$ cat config.mk
export PLATFORM = sky130hd
export DESIGN_NAME = reveal_engine
export DESIGN_NICKNAME = d
export VERILOG_FILES = /design/src/rtl/reveal_engine_pkg.sv /design/src/rtl/reveal_engine_coord_stack.sv /design/src/rtl/reveal_engine.sv
export SDC_FILE = /design/constraint.sdc
export NUM_CORES = 2
export LEC_CHECK = 0
export CELL_PAD_IN_SITES_DETAIL_PLACEMENT = 0
export CELL_PAD_IN_SITES_GLOBAL_PLACEMENT = 1
export CORE_MARGIN = 5
export CORE_UTILIZATION = 55
export CTS_BUF_LIST = sky130_fd_sc_hd__clkbuf_16
export DETAILED_ROUTE_END_ITERATION = 16
export GPL_ROUTABILITY_DRIVEN = 1
export PLACE_DENSITY = 0.76
export RECOVER_POWER = 100
export SLEW_MARGIN = 20
export SYNTH_ARGS = -nofsm -noshare
export SYNTH_HDL_FRONTEND = slang
export SYNTH_HIERARCHICAL = 1
export SYNTH_SLANG_ARGS = --single-unit
export TNS_END_PERCENT = 5
$ cat constraint.sdc
create_clock -name clk -period 16 [get_ports clk]
set_input_delay 2.4 -clock clk [delete_from_list [all_inputs] [get_ports clk]]
set_output_delay 2.4 -clock clk [all_outputs]
set_load 0.01 [all_outputs]
$ cat src/rtl/reveal_engine_pkg.sv
// Shared definitions for the flood-fill reveal engine: cell field layout,
// FSM state encoding and the neighbour offset table.
package reveal_engine_pkg;

   localparam int CELL_MINE_BIT = 4;
   localparam int CELL_CNT_MSB  = 3;

   typedef enum logic [2:0] {
      ST_IDLE  = 3'd0,
      ST_POP   = 3'd1,
      ST_WAIT  = 3'd2,
      ST_EVAL  = 3'd3,
      ST_NEIGH = 3'd4,
      ST_OVER  = 3'd5
   } state_t;

   // Visit order: row above left-to-right, same row left/right, row below.
   localparam int NBR_DX [8] = '{-1,  0,  1, -1, 1, -1, 0, 1};
   localparam int NBR_DY [8] = '{-1, -1, -1,  0, 0,  1, 1, 1};

endpackage

$ cat src/rtl/reveal_engine_coord_stack.sv
// LIFO of packed cell coordinates for the flood fill; top is readable
// combinationally so a pop and its data land in the same cycle.
module reveal_engine_coord_stack #(
   parameter int depth = 256,
   parameter int width = 8
) (
   input  logic             clk,
   input  logic             reset,
   input  logic             push,
   input  logic             pop,
   input  logic [width-1:0] din,
   output logic [width-1:0] top,
   output logic             empty
);
   localparam int AW = $clog2(depth);
   localparam int PW = $clog2(depth + 1);

   logic [width-1:0] mem [depth];
   logic [PW-1:0]    sp_reg;
   logic [AW-1:0]    top_addr;

   assign top_addr = sp_reg[AW-1:0] - AW'(1);
   assign top      = mem[top_addr];
   assign empty    = (sp_reg == '0);

   // Push together with pop overwrites the popped slot (pop-then-push).
   always_ff @(posedge clk) begin
      if (push)
         mem[pop ? top_addr : sp_reg[AW-1:0]] <= din;
   end

   always_ff @(posedge clk) begin
      if (!reset)
         sp_reg <= '0;
      else if (push && !pop)
         sp_reg <= sp_reg + PW'(1);
      else if (pop && !push)
         sp_reg <= sp_reg - PW'(1);
   end

endmodule

$ cat src/rtl/reveal_engine.sv
// Flood-fill reveal controller: reads cells from the board, tracks the
// revealed bitmap and auto-reveals neighbours of zero-count cells.
module reveal_engine
   import reveal_engine_pkg::*;
#(
   parameter int x_size       = 16,
   parameter int y_size       = 16,
   parameter int x_coord_bits = 4,
   parameter int y_coord_bits = 4
) (
   input  logic                                clk,
   input  logic                                reset,
   input  logic                                clear,
   input  logic                                is_init,
   input  logic                                start,
   input  logic [x_coord_bits-1:0]             start_x,
   input  logic [y_coord_bits-1:0]             start_y,
   input  logic [x_coord_bits+y_coord_bits-1:0] num_mines,
   output logic [x_coord_bits-1:0]             rd_x,
   output logic [y_coord_bits-1:0]             rd_y,
   input  logic [4:0]                          rd_val,
   input  logic [x_coord_bits-1:0]             q_x,
   input  logic [y_coord_bits-1:0]             q_y,
   output logic                                q_revealed,
   output logic                                busy,
   output logic                                done,
   output logic                                hit_mine,
   output logic                                won,
   output logic [x_coord_bits+y_coord_bits:0]  revealed_count
);
   localparam int CELLS = x_size * y_size;
   localparam int IW    = $clog2(CELLS);
   localparam int SW    = x_coord_bits + y_coord_bits;
   localparam int CW    = SW + 1;
   localparam int XW    = x_coord_bits + 1;
   localparam int YW    = y_coord_bits + 1;

   function automatic logic [IW-1:0] cell_idx(input logic [x_coord_bits-1:0] x,
                                               input logic [y_coord_bits-1:0] y);
      return IW'(int'(y) * x_size + int'(x));
   endfunction

   state_t                  state_reg, state_next;
   logic [CELLS-1:0]        bitmap_reg, bitmap_next;
   logic [CW-1:0]           count_reg, count_next;
   logic [x_coord_bits-1:0] rd_x_reg, rd_x_next;
   logic [y_coord_bits-1:0] rd_y_reg, rd_y_next;
   logic [2:0]              nbr_reg, nbr_next;
   logic                    busy_reg, busy_next;
   logic                    done_reg, done_next;
   logic                    hit_reg, hit_next;
   logic                    won_reg, won_next;

   logic          push, pop, stack_empty, stack_reset;
   logic [SW-1:0] push_data, stack_top;
   logic [XW-1:0] nx;
   logic [YW-1:0] ny;
   logic          n_in;
   logic [CW-1:0] win_target;

   assign stack_reset = reset & ~clear;

   reveal_engine_coord_stack #(.depth(CELLS), .width(SW)) u_stack (
      .clk   (clk),
      .reset (stack_reset),
      .push  (push),
      .pop   (pop),
      .din   (push_data),
      .top   (stack_top),
      .empty (stack_empty)
   );

   // One extra bit makes -1 wrap to a large value, so a single upper-bound
   // compare rejects both underflow and overflow.
   assign nx         = XW'(int'(rd_x_reg) + NBR_DX[nbr_reg]);
   assign ny         = YW'(int'(rd_y_reg) + NBR_DY[nbr_reg]);
   assign n_in       = (int'(nx) < x_size) && (int'(ny) < y_size);
   assign win_target = CW'(CELLS) - CW'(num_mines);

   always_comb begin
      state_next  = state_reg;
      bitmap_next = bitmap_reg;
      count_next  = count_reg;
      rd_x_next   = rd_x_reg;
      rd_y_next   = rd_y_reg;
      nbr_next    = nbr_reg;
      busy_next   = busy_reg;
      done_next   = 1'b0;
      hit_next    = hit_reg;
      won_next    = won_reg | (!hit_reg && count_reg == win_target);
      push        = 1'b0;
      pop         = 1'b0;
      push_data   = {start_y, start_x};
      case (state_reg)
         ST_IDLE: begin
            if (start && is_init && !hit_reg && !won_reg &&
                !bitmap_reg[cell_idx(start_x, start_y)]) begin
               bitmap_next[cell_idx(start_x, start_y)] = 1'b1;
               count_next = count_reg + CW'(1);
               push       = 1'b1;
               busy_next  = 1'b1;
               state_next = ST_POP;
            end
         end
         ST_POP: begin
            pop        = 1'b1;
            rd_x_next  = stack_top[x_coord_bits-1:0];
            rd_y_next  = stack_top[SW-1:x_coord_bits];
            state_next = ST_WAIT;
         end
         ST_WAIT: state_next = ST_EVAL;
         ST_EVAL: begin
            if (rd_val[CELL_MINE_BIT]) begin
               hit_next   = 1'b1;
               done_next  = 1'b1;
               busy_next  = 1'b0;
               state_next = ST_OVER;
            end else if (rd_val[CELL_CNT_MSB:0] == '0) begin
               nbr_next   = '0;
               state_next = ST_NEIGH;
            end else if (stack_empty) begin
               done_next  = 1'b1;
               busy_next  = 1'b0;
               state_next = ST_IDLE;
            end else begin
               state_next = ST_POP;
            end
         end
         ST_NEIGH: begin
            push_data = {ny[y_coord_bits-1:0], nx[x_coord_bits-1:0]};
            if (n_in && !bitmap_reg[cell_idx(nx[x_coord_bits-1:0], ny[y_coord_bits-1:0])]) begin
               bitmap_next[cell_idx(nx[x_coord_bits-1:0], ny[y_coord_bits-1:0])] = 1'b1;
               count_next = count_reg + CW'(1);
               push       = 1'b1;
            end
            nbr_next = nbr_reg + 3'd1;
            if (nbr_reg == 3'd7) begin
               if (stack_empty && !push) begin
                  done_next  = 1'b1;
                  busy_next  = 1'b0;
                  state_next = ST_IDLE;
               end else begin
                  state_next = ST_POP;
               end
            end
         end
         ST_OVER: busy_next = 1'b0;
         default: state_next = ST_IDLE;
      endcase
   end

   always_ff @(posedge clk) begin
      if (!reset || clear) begin
         state_reg  <= ST_IDLE;
         bitmap_reg <= '0;
         count_reg  <= '0;
         rd_x_reg   <= '0;
         rd_y_reg   <= '0;
         nbr_reg    <= '0;
         busy_reg   <= 1'b0;
         done_reg   <= 1'b0;
         hit_reg    <= 1'b0;
         won_reg    <= 1'b0;
      end else begin
         state_reg  <= state_next;
         bitmap_reg <= bitmap_next;
         count_reg  <= count_next;
         rd_x_reg   <= rd_x_next;
         rd_y_reg   <= rd_y_next;
         nbr_reg    <= nbr_next;
         busy_reg   <= busy_next;
         done_reg   <= done_next;
         hit_reg    <= hit_next;
         won_reg    <= won_next;
      end
   end

   assign rd_x           = rd_x_reg;
   assign rd_y           = rd_y_reg;
   assign q_revealed     = bitmap_reg[cell_idx(q_x, q_y)];
   assign busy           = busy_reg;
   assign done           = done_reg;
   assign hit_mine       = hit_reg;
   assign won            = won_reg;
   assign revealed_count = count_reg;

endmodule

; Word level (Yosys, flattened, before mapping)
; Memories as Yosys holds them, arrays and structs flattened. A register that Yosys moved wholly into a read port is not among the register bits.
; Cells that the tools add are included.
[classes]
bitwise = 7
shifts = 0
addsub = 11
n_reduce_logical = 33
n_mul = 0
eq_ne = 15
mux = 54
div_mod_pow = 0
order_cmp = 8
[op_table]
columns = cell, count
row1 = $mux W256, 2
row2 = $or A256 B256 Y256, 2
row3 = $pmux W256 S2, 1
row4 = $mux W9, 4
row5 = $lt A8 B9 Y1 const B, 3
row6 = $add A8 B4 Y8, 3
row7 = $bmux W1 S8, 3
row8 = $mux W1, 24
row9 = $mux W5, 4
row10 = $add A9 B1 Y9 const B, 2
row11 = $mux W3, 6
row12 = $pmux W3 S6, 1
row13 = $pmux W9 S2, 1
row14 = $demux W1 S8, 2
row15 = $ge A8 B1 Y1 const B, 2
row16 = $mux W8, 2
row17 = $logic_and A1 B1 Y1, 12
row18 = $ne A2 B2 Y1 const B, 6
row19 = $add A5 B5 Y5, 2
row20 = $lt A5 B5 Y1 const B, 2
row21 = $eq A3 B3 Y1 const B, 3
row22 = $eq A9 B9 Y1, 1
row23 = $logic_not A9 Y1, 1
row24 = $reduce_and A3 Y1, 3
row25 = 23 further kinds, 36
[totals]
mem_count = 3
output_inout_bits = 22
reg_bits = 284
rom_bits = 512
ramBits = 2048
latchBits = 0
[memory_table]
columns = name, words, width, read_ports, rd_ports_with_merged_regs, write_ports, line
row1 = u_stack.mem, 256, 8, 1, 1, 1, reveal_engine_coord_stack.sv:18  ; logic [width-1:0] mem [depth];
row2 = (name not given), 8, 32, 1, 0, 0, reveal_engine.sv:76  ; assign ny = YW'(int'(rd_y_reg) + NBR_DY[nbr_reg]);
row3 = (name not given), 8, 32, 1, 0, 0, reveal_engine.sv:75  ; assign nx = XW'(int'(rd_x_reg) + NBR_DX[nbr_reg]);

; Logic depth before layout (Yosys ltp)
[depth]
ltp_word = 17
mapped_depth = 29
ltp_nobuf = 25

; Cells and area by module
; Netlist, hierarchy kept.
[modules_own_cells]
columns = mod, cells_each, n_inst, area_each_um2
row1 = reveal_engine_coord_stack, 3446, 1, 79887.9
row2 = reveal_engine, 2311, 1, 21434.3

; Least setup slack after synthesis
; No wires, ideal clock.
[synth_timing]
path_type = input to register
start = input port start_y[0]
end = memory u_stack.mem[0][4], data pin
setup_ps = 2189
path_slack_ps = 1069
path_stages = 3
arrival_ps = 12742
cell_sequence = clkbuf_1 > inv_2 > o21ai_0
[synth_between]
elab_chain_cells = 1
[synth_rtl]
columns = element, line
row1 = from (decl), reveal_engine.sv:17  ; input logic [y_coord_bits-1:0] start_y,
row2 = $mux W8, reveal_engine.sv:94  ; case (state_reg)
row3 = via push_data[4], reveal_engine.sv:55  ; logic [SW-1:0] push_data, stack_top;
row4 = to (decl), reveal_engine_coord_stack.sv:18
; The timed path passes the listed nets, and every way through them passes these cells.

; Worst setup path after layout
[layout_timing]
start = register nbr_reg[0]
end = memory u_stack.mem[2][7] (enable)
[layout_between]
elab_chain_cells = 15
elab_cells_between_ends = 22
cone_classes = add/sub: 3 / order compare: 2 / mux: 11 / bitwise: 1 / reduce/logical: 3 / memory: 2
[layout_rtl]
columns = element, line
row1 = from (decl), reveal_engine.sv:48  ; logic [2:0] nbr_reg, nbr_next;
row2 = from (signal assigned), reveal_engine.sv:170  ; nbr_reg <= nbr_next;
row3 = $not A3 Y4 (implied by the code) (*), "reveal_engine.sv:75, reveal_engine.sv:76"
row4 = "$mem_v2 Z8 W32, on equally long branches", -
row5 = "$mux W5, on equally long branches (2 in series)", "reveal_engine.sv:75, reveal_engine.sv:76"
row6 = "$add A5 B5 Y5, on equally long branches", "reveal_engine.sv:75, reveal_engine.sv:76"
row7 = $add A8 B4 Y8, reveal_engine.sv:40  ; return IW'(int'(y) * x_size + int'(x));
row8 = $bmux W1 S8, reveal_engine.sv:131  ; if (n_in && !bitmap_reg[cell_idx(nx[x_coord_bits-1:0], ny[y_coord_bits-1:0])]) begin
row9 = $mux W1 (implied by the code), reveal_engine.sv:131
row10 = $logic_not A1 Y1, reveal_engine.sv:131
row11 = $logic_and A1 B1 Y1 (*), reveal_engine.sv:131
row12 = $mux W1 (*), reveal_engine.sv:131
row13 = $mux W1 (*), reveal_engine.sv:94
row14 = $pmux W1 S2 (*), reveal_engine.sv:94
row15 = via push, reveal_engine.sv:54  ; logic push, pop, stack_empty, stack_reset;
row16 = $mux W1 (*), reveal_engine_coord_stack.sv:28  ; if (push)
row17 = $mux W1 (*), reveal_engine_coord_stack.sv:29  ; mem[pop ? top_addr : sp_reg[AW-1:0]] <= din;
; The timed path passes the listed nets; every way through them passes the cells marked *. The select of a mux whose other input is x is not followed.

==> impl_metrics.yaml <==
critical_path:
  cp.required_ns: 16.38
  worstPathArrival_ns: 12.33
  path_class: "reg -> reg"
  crit_path_end_kind: "register"
  crit_path_max_fanout: 41
  cp-start-kind: "register"
outcome:
  outcome: "finished, violations left"
  failed_checks: "capacitance limit, slew limit"
clock_tree:
  ctsResizeCount: 0
  clk_path_buf_depth: 3
  insertion_delay_ns: 0.88
  root_buffer: "clkbuf_16"
  cts_buffers: 226
  cts.sinks: 2340
  cts_hold_buf: 0
  post_cts_buffers: 0
  tritoncts: "yes"
  clk_pin_slew_ns: 0.06
  htreeDepth: 4
route:
  drcViolationCount: 0
  vias: 56700
  drt-pass1-iter-count: 6
  wl_per_cell_um: 32.9
  routed_wl_mm: 275
  ant_nets: 0
  dr.first_iter.drc_count: 7514
  via_per_inst: 6.78
sta:
  finalHoldViolCount: 0
  setup_tns_ns: 0
  fin_crit_ns: 11.95
  fmax_mhz: 83.7
  setup_viol_count_final: 0
  slew_viol_final: 1925
  tightest_slew_ns: 9.49
  rsz0062_at_grt: "false"
  period_share: 0.747
  relSlewSlack: -5.33
  fin_worst_skew_ns: 0.0650
  whs_ns: 0.479
yosys:
  async_flop_share: 0
  synthCells: 5757
  syn_nets: 5821
  ys.flop_type: "edfxtp_1"
  ys_warn_count: 6
  syn_avg_cell_area_um2: 17.6
  syn_area_um2: 101000
  seq_area_frac_synth: 0.665
  synthDistinctLibCells: 80
  synth_edf_count: 2048
  synth-seq-cells: 2340
power:
  power.leakage_nw: 32.6
  power_density_nw_per_um2: 122
  ir_drop_uv: 106
placement:
  dpl.hpwl_mm: 161
  portBuffers: 55
  placed_cell_area_um2: 104000
  place.gp.congestion: 0.911
  place_inst: 7948
hold_path:
  min_path_type: "reg -> reg"
final_layout:
  multiInputGateArea_um2: 30100
  fillCellCount: 13300
  drive_gt1_frac: 0.253
  syn_to_final_growth_pct: 9.42
  largest_reg_flops: 2048
  stdcell_count: 8376
  final_cell_area_um2: 111000
  num-nets-final: 5776
  fin_util: 0.606
  regArea_um2: 67300
grt:
  grt_start_max_net_pins: 193
  grt_first_pass_wirelength_mm: 401
  grt.overflow.total: 0
  grt_pass1_vias: 55200
  track_usage: 0.285
  antenna_found_initial: 10
die:
  die_h_um: 439
  rows: 157
  start_util: 0.553
  ios: 56
  dieArea_um2: 193000
  core-area_um2: 183000
  dieWidth_um: 439
flow_run:
  cap_violations: 38
[final timing paths]
| check | slack (ns) | depth (start not counted) | from | to |
|---|---|---|---|---|
| max reg2reg | 4.05 | 17 | nbr_reg[0]$_SDFFE_PN0P_ | u_stack/mem[2][7]$_DFFE_PP_ |
| max | 4.05 | 17 | nbr_reg[0]$_SDFFE_PN0P_ | u_stack/mem[2][7]$_DFFE_PP_ |
| min reg2reg | 0.48 | 2 | bitmap_reg[199]$_SDFFE_PN0P_ | bitmap_reg[199]$_SDFFE_PN0P_ |
| min | 0.48 | 2 | bitmap_reg[199]$_SDFFE_PN0P_ | bitmap_reg[199]$_SDFFE_PN0P_ |
[layout by cell type, fill, tap and decap left out, types with 9 or more instances in the layout]
cell / netlist / layout
clkinvlp_4: 0 / 9
xor2_1: 12 / 11
bufinv_16: 0 / 43
nor2b_1: 17 / 17
clkbuf_1: 254 / 36
buf_4: 32 / 72
or2_2: 16 / 10
mux4_2: 840 / 840
clkinv_2: 0 / 41
a22oi_1: 56 / 56
nand2_2: 1 / 12
xnor2_1: 19 / 17
mux2_2: 15 / 15
clkinv_1: 1 / 51
o22ai_1: 267 / 267
and3_1: 20 / 20
a21oi_2: 160 / 148
a221oi_1: 18 / 18
nand2_1: 180 / 169
inv_1: 285 / 319
nor2_1: 316 / 312
a211oi_1: 17 / 18
mux2i_1: 36 / 36
dfxtp_1: 292 / 291
a22o_1: 22 / 22
dlygate4sd3_1: 0 / 27
nor4_1: 13 / 13
o21ai_0: 122 / 279
nand3_1: 39 / 39
nand2b_1: 24 / 24
nor3_1: 18 / 19
ha_1: 27 / 25
clkdlybuf4s50_1: 0 / 21
clkbuf_16: 0 / 226
o21ai_2: 160 / 14
a21oi_1: 139 / 151
edfxtp_1: 2048 / 2048
[per-layer routing]
| layer | GRT usage | wire length [µm] | share of wire | up-vias |
|---|---|---|---|---|
| met1 | 0.417 | 109000 | 0.40 | 29600 |
| met4 | 0.0929 | 10200 | 0.037 | 8 |
| met5 | 0.00202 | 92 | 0.00033 | - |
| met3 | 0.0637 | 29100 | 0.11 | 587 |
| li1 | - | - | - | 23200 |
| met2 | 0.434 | 127000 | 0.46 | 3398 |
[synthesized netlist by cell type (all sizes together) (4+ instances only)]
cell type,count,area (µm²)
and3,20,125
inv,287,1080
nor3,21,126
a211o,4,35.0
nand3,39,195
nand2,181,682
o211ai,6,45.0
o31ai,5,37.5
a22o,22,193
or3,5,31.3
ha,27,338
nor3b,4,40.0
nor2,316,1190
and2,11,68.8
xnor2,20,183
nor2b,17,106
clkbuf,264,1000
a21oi,299,2100
nor4,14,93.8
o21ai,306,2130
nand2b,24,150
a21o,4,30.0
nand3b,5,37.5
nand4,9,62.6
mux4,841,18900
or2,16,100
dfxtp,292,5850
a221oi,18,158
o22ai,267,1670
mux2i,36,360
edfxtp,2048,61500
o221ai,8,70.1
xor2,12,105
a21boi,5,37.5
a211oi,18,140
a31oi,5,31.3
mux2,15,169
a22oi,56,420
buf,178,1380
[per-stage QoR]
step / total power [mW] / worst slack [ns]
after detailed placement: 7.95 / 7.02
final: 13.5 / 4.05
after global placement: 7.94 / 6.83
after global routing: 13.9 / 3.52
after floorplan: 7.59 / 1.07
after CTS: 13.5 / 7.16
[cell families after synthesis]
logic type	Yosys count	synth area share
simple gates	693	0.0306
buf+inv	730	0.0342
xor+xnor	32	0.00284
flops	2340	0.665
fa+ha+maj	30	0.00393
compound gates	1040	0.0716
mux	892	0.192
[report_power, final]
| part | internal, mW | switching [mW] | total [mW] |
|---|---|---|---|
| logic | 0.444 | 0.743 | 1.19 |
| clock network | 3.28 | 2.36 | 5.64 |
| registers | 6.65 | 0.0111 | 6.67 |
| total | 10.4 | 3.12 | 13.5 |
[critical path: stages, from the launching register on]
cell and delay (ns):
dfxtp_1 0.43, inv_1 0.09, ha_1 0.31, a21oi_1 0.40, inv_1 0.12, fa_1 2.12, clkbuf_1 1.88, mux4_2 0.55
a21boi_0 0.21, o311a_1 0.19, or4b_2 0.66, nand4_1 0.35, or3_1 0.33, nand2_1 0.27, o21ai_0 0.31, or2_2 0.20
clkbuf_1 2.14, nor2_1 0.82
[final cells by class]
type,instances,area share
timing repair buffer,169,0.0122
inverter,288,0.00975
antenna,6,0.000135
multi-input combinational,2687,0.271
clock buffer,226,0.0510
sequential,2340,0.607
tap,2464,0.0278
clock inverter,196,0.0205
(Power assumes the default switching activity.)
